==> src/rtl/salsa_r.sv <==
// Salsa20 add-rotate primitive: out = ROTL(a + b, sh), registered.
// Define SALSA_R_PIPE2_EN to split add and rotate into two registered stages.
module salsa_r #(
  parameter int WIDTH = 32,
  parameter int SHW   = 5
) (
  input  logic             clk,
  input  logic             rst,
  input  logic             in_valid,
  input  logic [WIDTH-1:0] a,
  input  logic [WIDTH-1:0] b,
  input  logic [SHW-1:0]   sh,
  output logic             out_valid,
  output logic [WIDTH-1:0] out
);

  // Circular left rotate; a right shift of WIDTH yields zero, so sh=0 passes x through.
  function automatic logic [WIDTH-1:0] rotl(input logic [WIDTH-1:0] x,
                                             input logic [SHW-1:0]   s);
    return (x << s) | (x >> (WIDTH - int'(s)));
  endfunction

  logic [WIDTH-1:0] sum;
  assign sum = a + b;

`ifdef SALSA_R_PIPE2_EN
  logic             vld_p0;
  logic [WIDTH-1:0] sum_p0;
  logic [SHW-1:0]   sh_p0;
  logic             vld_p1;
  logic [WIDTH-1:0] res_p1;

  always_ff @(posedge clk) begin
    if (rst) begin
      vld_p0 <= 1'b0;
      sum_p0 <= '0;
      sh_p0  <= '0;
      vld_p1 <= 1'b0;
      res_p1 <= '0;
    end else begin
      // p0: modular sum and rotate amount
      vld_p0 <= in_valid;
      if (in_valid) begin
        sum_p0 <= sum;
        sh_p0  <= sh;
      end
      // p1: rotated result, held while no new op arrives
      vld_p1 <= vld_p0;
      if (vld_p0) begin
        res_p1 <= rotl(sum_p0, sh_p0);
      end
    end
  end

  assign out_valid = vld_p1;
  assign out       = res_p1;
`else
  logic             vld_p0;
  logic [WIDTH-1:0] res_p0;

  always_ff @(posedge clk) begin
    if (rst) begin
      vld_p0 <= 1'b0;
      res_p0 <= '0;
    end else begin
      // p0: add and rotate in one stage, held while no new op arrives
      vld_p0 <= in_valid;
      if (in_valid) begin
        res_p0 <= rotl(sum, sh);
      end
    end
  end

  assign out_valid = vld_p0;
  assign out       = res_p0;
`endif

endmodule

==> config.mk <==
export PLATFORM = sky130hd
export DESIGN_NAME = salsa_r
export DESIGN_NICKNAME = d
export VERILOG_FILES = /design/src/rtl/salsa_r.sv
export SDC_FILE = /design/constraint.sdc
export NUM_CORES = 1
export LEC_CHECK = 0
export CAP_MARGIN = 10
export CORE_MARGIN = 2
export CORE_UTILIZATION = 58
export CTS_CLUSTER_SIZE = 28
export DETAILED_ROUTE_END_ITERATION = 8
export HOLD_SLACK_MARGIN = 0.05
export PLACE_DENSITY_LB_ADDON = 0.2
export RECOVER_POWER = 25
export SYNTH_ARGS = -nofsm -noshare
export SYNTH_HDL_FRONTEND = slang
export SYNTH_SLANG_ARGS = --single-unit
export TNS_END_PERCENT = 1
==> constraint.sdc <==
create_clock -name clk -period 5.69 [get_ports clk]
set_clock_uncertainty 0.2 [all_clocks]
set_input_delay 0.569 -clock clk [delete_from_list [all_inputs] [get_ports clk]]
set_output_delay 0.569 -clock clk [all_outputs]
set_load 0.02 [all_outputs]
==> reports/results.txt <==
The flow ran to the end, and the final reports show no timing, DRC or antenna violations. Counting flops with a built-in enable in the synthesized netlist gives 0. Adding up every negative setup slack in the final design gives 0 ns. Wire length after detailed routing: 30900 µm.

Wire segments on met2 add up to 13610 µm in the final route. The floorplan step defined a die boundary enclosing 14240 µm². The endpoint of the lowest-slack register-to-register path was out[2]. For the worst reg-to-reg setup slack, the log shows 4.31 ns. The post-route antenna net violation count came out at 0.

TritonCTS created 5 clock buffers. The critical path start-end classification is in -> reg. The floorplan step defined a core boundary enclosing 13140 µm². In the final design database the tool counted 1262 nets.

TritonCTS built the clock tree. For the remaining global-route overflow, the log shows 0. For the filler cell count in the final layout, the log shows 1213. The logs give 0 for the number of setup buffers added after CTS and 0.4227 for the total routing usage reported by global routing. Synthesis produced a netlist with a net count of 1201. The pre-antenna-repair detailed-routing pass consisted of 9 iterations. The horizontal die dimension was 119.3 µm.

The tools report the proportion of synthesized chip area in sequential cells as 0.08564. Counting cells, the worst reg-to-reg path comes to 4. The logs give 0 for the cts-stage hold buffer count and 0.6425 ns for the worst setup timing slack at the placement stage.

The logs give 4.80 ns for the arrival time of data at the critical path endpoint and 23730 µm for the post-DP HPWL. In this run the worst path has a maximum fanout of 12. From synthesis to final layout, the design area changed by 17.50%. In this run the worst setup path begins at a[0]. After synthesis, the mean cell area works out to 7.038 µm².

The mean number of vias per cell was 7.395; the number of global-route vias before repair was 9009. Number of vias in the routed layout: 9865. The detail-routed net length per standard cell works out to 23.16 µm. During synthesis, Yosys emitted a total of 0 warnings.

At the pin with the least slew margin, the transition time is 0.9332 ns. In the routed design, unresolved DRC markers number 0. Counting flops and latches in the post-synthesis netlist gives 33. In this run the worst hold path is classified as reg -> reg. The overall die height was 119.3 µm.

The tools report the root buffer cell as sky130_fd_sc_hd__clkbuf_16. For this block, the initial DRC count from the detailed router was 1911. The most critical setup path has its endpoint at out[6].

The number of antenna violations at the first check in global routing came out at 0. The number of failing hold endpoints at the final stage was 0. Setup repair after global routing left no endpoint under its margin. Counting along the longest clock path gives a buffer depth of 2. Pin placement for this block handled 105 I/O pins.

The number of H-tree levels came out at 2. The run gives 0.28 ns as the clock insertion delay at the later pin of the skew report. In this run the critical register-to-register path is launched from out[2].

The effective utilization at floorplan is 0.5871, and the slack of the critical path is 0.8633 ns. The run gives 0.3748 as the headroom to the max-slew limit. Data on the critical path is required at its endpoint by 5.66 ns. The proportion of layout cells with a drive suffix above 1 was 0.09499. The logs give 52 for the largest net degree at the start of global routing and 0 for the number of max-cap violations. The fraction of synthesis flops using an asynchronous set or reset pin is 0, and the maximum ir drop on the vdd rail is 0.1097 mV. Routability-driven placement finished with a final weighted congestion of 1.056.

Gates resized during post-CTS repair numbered 0. In the final routing, the length of wire on met1 measures 11830 µm. Post-synthesis instance area: 7714 µm². Port buffering added 104 buffers. The first global-routing pass estimated 48460 µm of wire. The run gives 207.2 MHz as the highest clock rate.

Clock-pin slew was measured on the worst setup and hold paths at 0.05 ns. The distinct cell type count of the synthesized netlist is 101. The clock period could shrink to 4.827 ns.

The run gives 0 as the number of pins exceeding their max-slew limit in the final report. The tools report the critical path capture point type as a register. The cell count after synthesis came out at 1096. The clock drives 33 sinks. The highest layer used for signal routing was met4. The critical path launch point type is an input pin.

The areal power density over the cells came out at 209.9 nW/µm². The final worst-path cycle share was 0.8483. The tools report the antenna diode count as 0. The dominant register cell in the synthesized netlist was sky130_fd_sc_hd__dfxtp_1. Wire segments on met3 add up to 3325 µm in the final route.

The floorplan has 42 rows. The static leakage is 3.351 nW. The run gives 0 as the number of setup violations in the final report.
## cells in the mapped netlist, types with 12 or more instances
cell type,n,area (µm²)
sky130_fd_sc_hd__a211oi_1,29,217.7
sky130_fd_sc_hd__a21o_1,12,90.09
sky130_fd_sc_hd__a21oi_1,76,380.4
sky130_fd_sc_hd__a221oi_1,12,105.1
sky130_fd_sc_hd__a311oi_1,14,122.6
sky130_fd_sc_hd__a31oi_1,12,75.07
sky130_fd_sc_hd__and2_1,13,81.33
sky130_fd_sc_hd__and3_1,14,87.58
sky130_fd_sc_hd__buf_2,12,60.06
sky130_fd_sc_hd__clkbuf_1,63,236.5
sky130_fd_sc_hd__dfxtp_1,33,660.6
sky130_fd_sc_hd__ha_1,32,400.4
sky130_fd_sc_hd__mux2_2,12,135.1
sky130_fd_sc_hd__mux2i_1,40,400.4
sky130_fd_sc_hd__mux4_2,16,360.4
sky130_fd_sc_hd__nand2_1,124,465.5
sky130_fd_sc_hd__nand3_1,36,180.2
sky130_fd_sc_hd__nand4_1,18,112.6
sky130_fd_sc_hd__nor2_1,108,405.4
sky130_fd_sc_hd__nor3_1,33,165.2
sky130_fd_sc_hd__nor4_1,13,81.33
sky130_fd_sc_hd__o211ai_1,18,135.1
sky130_fd_sc_hd__o21a_1,13,97.59
sky130_fd_sc_hd__o21ai_0,70,350.3
sky130_fd_sc_hd__o22ai_1,16,100.1
sky130_fd_sc_hd__or3_1,14,87.58
sky130_fd_sc_hd__xnor2_1,19,166.4
## where the power goes
part / switching [mW] / internal (mW)
registers: 0.0152 / 0.260
clock network: 0.108 / 0.160
logic: 0.842 / 0.518
total: 0.965 / 0.938
## registers in the layout, indices dropped and copies added (netlist names)
register / cells
out_valid: 1
out: 32
## cell families after synthesis
group                    after synthesis  synth area share
AO/OA/AOI/OAI                        416            0.3906
AND/OR/NAND/NOR                      416            0.2618
buffers and inverters                 99           0.05110
multiplexers                          70            0.1200
adder cells (fa/ha/maj)               33           0.05450
flip-flops                            33           0.08564
XOR/XNOR                              29           0.03634
## per-stage QoR
| step | hold slack, ns | utilization | power, mW | instance area, µm² | std cells |
|---|---|---|---|---|---|
| 2_1_floorplan | 0.3502 | - | 1.156 | 7714 | 1096 |
| 3_3_place_gp | 0.2742 | 0.6790 | 1.565 | 8921 | 1326 |
| 3_5_place_dp | 0.2772 | 0.6790 | 1.579 | 8921 | 1326 |
| 4_1_cts | 0.2843 | 0.6899 | 1.845 | 9064 | 1334 |
| 5_1_grt | 0.3036 | 0.6899 | 1.983 | 9064 | 1334 |
| 6_report | 0.2762 | 0.6899 | 1.903 | 9064 | 1334 |
## layer usage
metal,vias to the layer above,GRT usage
li1,4412,-
met1,4521,0.5453
met2,787,0.6717
met3,145,0.06322
met4,0,0.2434
met5,-,0
## cells in the final DEF (no fill, tap or decap), drive strengths merged, types with 21 or more instances in the layout
cell             n
nand2          124
nor2           108
clkdlybuf4s50   87
a21oi           78
o21ai           78
mux2i           40
nand3           37
buf             37
nor3            35
dfxtp           33
ha              32
a211oi          32
xnor2           21
## layout make-up
cell class	count	area, µm²	share of cell area
flip-flops and latches	33	660.6	0.07289
multi-input cells	964	6685	0.7376
well taps	176	220.2	0.02430
clock inverters	3	17.52	0.001933
repair buffers	140	1306	0.1441
clock buffers	5	125.1	0.01380
inverters	13	48.80	0.005384
## worst max-delay path, stage by stage
cell and delay, ns:
sky130_fd_sc_hd__clkdlybuf4s50_1 0.40, sky130_fd_sc_hd__ha_1 0.23, sky130_fd_sc_hd__fa_1 0.42, sky130_fd_sc_hd__a21o_1 0.22, sky130_fd_sc_hd__a221oi_4 0.60, sky130_fd_sc_hd__nor4_4 0.15
sky130_fd_sc_hd__nor3_1 0.31, sky130_fd_sc_hd__o31a_1 0.29, sky130_fd_sc_hd__mux2i_1 0.34, sky130_fd_sc_hd__a21oi_1 0.13, sky130_fd_sc_hd__or4_4 0.58, sky130_fd_sc_hd__or3_1 0.33
sky130_fd_sc_hd__a31o_1 0.20
## how the worst min path moves through the flow
stage,from,slack (ns),end,cells past startpoint
after floorplan,out[10],0.35,out[10],2
after CTS,out[22],0.28,out[22],2
final,out[22],0.28,out[22],2
after detailed placement,out[22],0.28,out[22],2
after global placement,out[10],0.27,out[10],2
after global routing,out[22],0.30,out[22],2
Power figures use the tool's default switching activity.
